==> src/rtl/cv32e40x_fencei_responder.sv <==
// Responder side of the fence.i flush handshake.
// Waits for the data side to drain, sweeps an invalidate index over every
// instruction-side line, then returns a single-cycle ack to the controller.
// Every output comes straight from a flop.

module cv32e40x_fencei_responder #(
    parameter int unsigned NUM_LINES = 64,
    parameter int unsigned IDX_W     = (NUM_LINES > 1) ? $clog2(NUM_LINES) : 1
) (
    input  logic             clk,
    input  logic             rst,
    input  logic             fencei_flush_req_i,
    output logic             fencei_flush_ack_o,
    input  logic             lsu_bus_busy_i,
    input  logic             wbuf_empty_i,
    output logic             inval_valid_o,
    output logic [IDX_W-1:0] inval_idx_o,
    input  logic             inval_ready_i,
    output logic             busy_o,
    output logic [15:0]      flush_cnt_o
);

    typedef enum logic [2:0] {
        StIdle,
        StDrain,
        StInval,
        StAck,
        StRelease
    } state_e;

    localparam logic [IDX_W-1:0] LastIdx = IDX_W'(NUM_LINES - 1);

    state_e           state_q;
    logic [IDX_W-1:0] idx_q;
    logic             inval_valid_q;
    logic             ack_q;
    logic             busy_q;
    logic [15:0]      flush_cnt_q;
    logic             drain_ok;

    // Data side is quiet: no OBI transfers in flight and nothing left to write back.
    assign drain_ok = !lsu_bus_busy_i && wbuf_empty_i;

    // Handshake FSM; outputs are registered alongside the state.
    always_ff @(posedge clk) begin
        if (rst) begin
            state_q       <= StIdle;
            idx_q         <= '0;
            inval_valid_q <= 1'b0;
            ack_q         <= 1'b0;
            busy_q        <= 1'b0;
            flush_cnt_q   <= 16'd0;
        end else begin
            unique case (state_q)
                StIdle: begin
                    if (fencei_flush_req_i) begin
                        state_q <= StDrain;
                        busy_q  <= 1'b1;
                        idx_q   <= '0;
                    end
                end
                StDrain: begin
                    if (drain_ok) begin
                        state_q       <= StInval;
                        inval_valid_q <= 1'b1;
                    end
                end
                StInval: begin
                    if (inval_ready_i) begin
                        if (idx_q == LastIdx) begin
                            state_q       <= StAck;
                            idx_q         <= '0;
                            inval_valid_q <= 1'b0;
                            // The ack is a flop, so it is armed from the request level
                            // seen on the final accept; a withdrawn request gets no ack.
                            ack_q         <= fencei_flush_req_i;
                        end else begin
                            idx_q <= idx_q + IDX_W'(1);
                        end
                    end
                end
                StAck: begin
                    ack_q   <= 1'b0;
                    state_q <= StRelease;
                    if (ack_q) begin
                        flush_cnt_q <= flush_cnt_q + 16'd1;
                    end
                end
                StRelease: begin
                    // A request still held high is the old one; wait for it to drop.
                    if (!fencei_flush_req_i) begin
                        state_q <= StIdle;
                        busy_q  <= 1'b0;
                    end
                end
                default: begin
                    state_q       <= StIdle;
                    idx_q         <= '0;
                    inval_valid_q <= 1'b0;
                    ack_q         <= 1'b0;
                    busy_q        <= 1'b0;
                end
            endcase
        end
    end

    assign fencei_flush_ack_o = ack_q;
    assign inval_valid_o      = inval_valid_q;
    assign inval_idx_o        = idx_q;
    assign busy_o             = busy_q;
    assign flush_cnt_o        = flush_cnt_q;

endmodule

==> config.mk <==
export PLATFORM = sky130hd
export DESIGN_NAME = cv32e40x_fencei_responder
export DESIGN_NICKNAME = d
export VERILOG_FILES = /design/src/rtl/cv32e40x_fencei_responder.sv
export SDC_FILE = /design/constraint.sdc
export NUM_CORES = 1
export LEC_CHECK = 0
export BUFFER_PORTS_ARGS = -buffer_cell sky130_fd_sc_hd__clkbuf_2
export CAP_MARGIN = 25
export CORE_MARGIN = 8
export CORE_UTILIZATION = 50
export DETAILED_ROUTE_END_ITERATION = 12
export PLACE_DENSITY = 0.84
export SETUP_SLACK_MARGIN = 0.1
export SLEW_MARGIN = 25
export SYNTH_ARGS = -nofsm -noshare
export SYNTH_HDL_FRONTEND = slang
export SYNTH_SLANG_ARGS = --single-unit
==> constraint.sdc <==
create_clock -name clk -period 2.2 [get_ports clk]
set_clock_uncertainty 0.15 [all_clocks]
set_input_delay 0.33 -clock clk [delete_from_list [all_inputs] [get_ports clk]]
set_output_delay 0.33 -clock clk [all_outputs]
set_load 0.01 [all_outputs]
-- Yosys cells after proc, flatten, opt, wreduce, memory -nomap -nowiden
Index checks and enable logic that the tools add are counted.
- bits of input ports: 6
- word-level logic and storage cells: 55
- output and inout port bits: 25
- bits in registers: 28
- multiplexer cells: 20
- bitwise logic cells: 4
- reduce and logical (&&, ||, !) cells: 13
- eq/ne operators: 10
- add/subtract/negate cells: 2
- operators with widths (cell ; number):
    6-bit 2-to-1 mux ; 3
    6-bit one-hot mux with 3 select lines ; 1
    16-bit by 1-bit adder with 16-bit output (second input constant) ; 1
    3-bit 2-to-1 mux ; 5
    3-bit one-hot mux with 5 select lines ; 1
    3-bit OR reduction ; 4
    2-bit != test (second input constant) ; 5
    3-bit AND reduction ; 3
    1-bit 2-to-1 mux ; 7
    6-bit by 1-bit adder with 6-bit output (second input constant) ; 1
    3-bit by 2-bit equality test with 1-bit output (second input constant) ; 2
    6-bit equality test (second input constant) ; 1
    1-bit one-hot mux with 3 select lines ; 2
    5-bit AND reduction ; 1
    1-bit inverter ; 4
    4-bit AND reduction ; 1
    3-bit by 1-bit equality test with 1-bit output (second input constant) ; 1
    3-bit equality test (second input constant) ; 1
    3-bit zero test ; 1
    1-bit one-hot mux with 2 select lines ; 1
    2-bit AND reduction ; 1
    1-bit logical AND ; 1
    1-bit zero test ; 1

-- Longest topological paths before layout
- depth after elaboration: 4
- mapped depth: 6
- depth with buffers taken out: 5

-- Least setup slack after synthesis
Ideal clock, no wire load.
- path kind: register to register
- from: register flush_cnt_q[3] (netlist: flush_cnt_o[3])
- to: register flush_cnt_q[9] (netlist: flush_cnt_o[9])
- slack: 0.553 ns
- stages on the path, launching flop included: 5
- arrival: 1.427 ns
- data required time: 1.980 ns
- path through: dfxtp_1 > and4_4 > nand3_2 > or4_1 > a21oi_1
- cells in the longest elaborated chain, start to end: 1
- ends and longest elaborated chain (element ; RTL line ; source):
    from (decl) ; 38 ; logic [15:0] flush_cnt_q;
    from (signal assigned) ; 86 ; flush_cnt_q <= flush_cnt_q + 16'd1;
    16-bit by 1-bit adder with 16-bit output ; 86 ;
No other way between the ends.
A chain may end at the register's enable or synchronous reset.

-- Worst setup path in the final report
- from: register state_q[1]
- to: register flush_cnt_q[15] (netlist: flush_cnt_o[15])
- cells in the longest elaborated chain, start to end: 2
- ends and longest elaborated chain (element ; RTL line ; source):
    from (decl) ; 33 ; state_e state_q;
    from (signal assigned) ; 47 ; state_q <= StIdle;
    from (signal assigned) ; 57 ; state_q <= StDrain;
    from (signal assigned) ; 64 ; state_q <= StInval;
    3-bit by 2-bit equality test with 1-bit output ; 54 ; unique case (state_q)
    2-bit AND reduction (no source line) ; -- ;
No other way between the ends.

==> run_results.csv <==
group,metric,value,unit
outcome,status,"completed",
yosys,synthArstFlopShare,0,
clocking,cts_tree,"done",
power_and_ir_drop,p_leak,0.644,nW
floorplanning,rows,19,
clocking,clock_sinks,28,
floorplanning,die_w,70.0,um
grt,grt_pass1_vias,1204,
worst_setup_path,reg2reg_from,"state_q[1]",
grt,grt_usage,0.126,
yosys,ys_types,40,
sta,setup_viol,0,
placed_design,dp_cells,227,
sta,slew_headroom,0.628,
min_path,hp-class,"input port to flop",
worst_setup_path,critical_path_class,"flop to flop",
worst_setup_path,cp_data_required_time,2.31,ns
clocking,postCtsHoldBufs,0,
sta,period_needed,1.92,ns
power_and_ir_drop,ir_drop,377,uV
floorplanning,core-area,2760,um^2
min_path,whs_path_depth,4,
floorplanning,initial_core_util,0.528,
routing,dr.pass1.iters,4,
clocking,cts_made_buffers,3,
worst_setup_path,endpoint_kind,"flop",
layout,syn_to_final_growth,10.7,%
sta,min_period_over_period,0.874,
layout,fillers,253,
clocking,clock_path_buffers,2,
worst_setup_path,reg2reg_to,"flush_cnt_o[15]",
clocking,clk_latency,0.32,ns
placed_design,io_buffers,30,
floorplanning,dieHeight,70.0,um
yosys,synthCells,172,
worst_setup_path,critPathLaunch,"state_q[1]",
worst_setup_path,start_kind,"flop",
layout,final_area,1610,um^2
worst_setup_path,slowest_stage,"dfxtp_1",
sta,whs,0.228,ns
yosys,yosys_warnings,0,
sta,fin_setup_tns,0,ns
sta,rsz0062_at_grt,"false",
clocking,post_cts_buffers,0,
routing,drc_errors,0,
layout,final_cells,230,
yosys,ys.flop_type,"dfxtp_1",
worst_setup_path,rr_worst_depth,4,
layout,diodes,0,
routing,antenna_left,0,
yosys,syn-num-nets,180,
worst_setup_path,crit_path_cell_trace,"and4b_1 > nand4_2 > or3_1 > a21oi_1",
clocking,clockRootBuffer,"clkbuf_4",
worst_setup_path,critPathMaxStageDelay,0.66,ns
yosys,ys_seq_area_frac,0.385,
yosys,avgSynthCellArea,8.47,um^2
yosys,synth_top_area_cell,"dfxtp_1",
flow_run,drv_cap,0,
yosys,syn_area,1460,um^2
yosys,synth-edff-count,0,
clocking,clkTransAtPathRegs,0.14,ns
worst_setup_path,r2r_slack,0.28,ns
placed_design,placed_area,1590,um^2
sta,worstMarginPinSlew,0.558,ns
placed_design,dp_hpwl,2310,um
worst_setup_path,cpLargestDelayFamily,"simple AND/OR/NAND/NOR gates",
sta,fmaxAchievable,0.520,GHz
grt,grt_max_degree,30,
floorplanning,io_pins,31,
worst_setup_path,arrival,2.03,ns
routing,wl,3110,um
routing,vias,1333,
routing,wire_per_inst,13.5,um
power_and_ir_drop,powerDensity,495,nW/um^2
grt,grt_pass1_wl,5420,um
routing,via_per_inst,5.80,
sta,final-hold-violation-count,0,
layout,drive_gt1_frac,0.201,
min_path,holdPathEnd,"fencei_flush_ack_o",
placed_design,gp_congestion,0.822,
worst_setup_path,cp_max_fo,15,
floorplanning,dieArea,4900,um^2
clocking,cts_resized,0,
yosys,synth_largest_type_area_fraction,0.385,
layout,final_nets,209,
sta,slew_viol_final,0,
grt,antenna_found_initial,0,
yosys,ys_ff_latch,28,
yosys,synth.area.top_cells,"dfxtp_1 38%, nor2_1 4.9%, nand3_1 4.5%",
routing,drt_iter0_drc,84,
min_path,hold_path.startpoint,"fencei_flush_req_i",
clocking,htreeDepth,1,
grt,overflow,0,
worst_setup_path,critPathBufInv,0,
==> kinds of logic after synthesis <==
kind of cell / count (synthesis) / share of synthesized area
flip-flops: 28 / 0.385
XOR/XNOR: 12 / 0.0722
multiplexers: 1 / 0.00773
adder cells (fa/ha/maj): 2 / 0.0172
AND/OR/NAND/NOR: 86 / 0.338
buffers and inverters: 13 / 0.0593
AO/OA/AOI/OAI: 30 / 0.121
==> tightest hold or removal path, stage by stage <==
cell	delay [ns]
clkbuf_2	0.11
nand3_1	0.07
nor2_1	0.08
nand3b_1	0.10
==> layer usage <==
layer	vias up	share of wire	global-route usage
met5	-	0	0
met4	0	0.015	0.0536
met3	4	0.054	0.0282
met2	37	0.46	0.206
met1	616	0.47	0.155
li1	676	-	-
==> power breakdown <==
part	internal, mW	total [mW]	switching, mW
logic	0.0257	0.0639	0.0382
registers	0.515	0.524	0.00945
clock network	0.0643	0.209	0.145
==> per-stage QoR <==
step	utilization	power (mW)	worst slack, ns
global placement	0.576	0.598	0.414
global route	0.584	0.831	0.175
finish	0.584	0.798	0.278
detailed placement	0.576	0.599	0.348
CTS	0.584	0.800	0.311
floorplan	-	0.587	0.553
==> Yosys cell counts, types with 2 or more instances <==
library cell / number
xnor2_1: 7
and3b_1: 2
nor3b_1: 2
nor2_1: 19
o21ai_0: 8
ha_1: 2
and3_1: 4
nand4_1: 3
nor3_1: 8
clkbuf_8: 2
dfxtp_1: 28
inv_1: 6
nand4b_1: 2
nand3_1: 13
buf_2: 2
a21oi_1: 11
o31ai_1: 4
xor2_1: 5
or3_1: 5
o21a_1: 2
nand2_1: 13
and4_1: 2
buf_6: 2
nand3b_1: 4
==> placed cells by master (no fill, tap or decap), drive strengths merged, types with 4 or more instances in the layout <==
cell,netlist,final
nor3,8,8
and3,4,4
o21ai,8,8
nand4,4,4
nand3b,4,4
a21oi,11,11
or3,5,5
o31ai,4,4
xor2,5,5
nand2,13,13
nand3,14,14
nor2,19,19
xnor2,7,7
clkbuf,3,33
inv,6,6
dfxtp,28,28
==> flip-flops by register name, indices dropped and copies added (netlist names) <==
name / cells
fencei_flush_ack_o: 1
flush_cnt_o: 16
busy_o: 1
inval_valid_o: 1
inval_idx_o: 6
state_q: 3
==> how the worst max path moves through the flow <==
stage                 endpoint  slack [ns]  cells after the start
2_1_floorplan   flush_cnt_o[9]        0.55                      4
3_3_place_gp   flush_cnt_o[15]        0.41                      4
3_5_place_dp   flush_cnt_o[15]        0.35                      4
4_1_cts        flush_cnt_o[15]        0.31                      4
5_1_grt         inval_idx_o[3]        0.18                      4
6_report       flush_cnt_o[15]        0.28                      4
==> layout make-up <==
cell class              instances  area, um^2  area share
flip-flops and latches         28         561       0.348
repair buffers                 31         158      0.0978
well taps                      31        38.8      0.0241
clock buffers                   3        22.5      0.0140
multi-input cells             131         810       0.502
inverters                       6        22.5      0.0140
No activity file was read; power rests on OpenSTA's default activity.
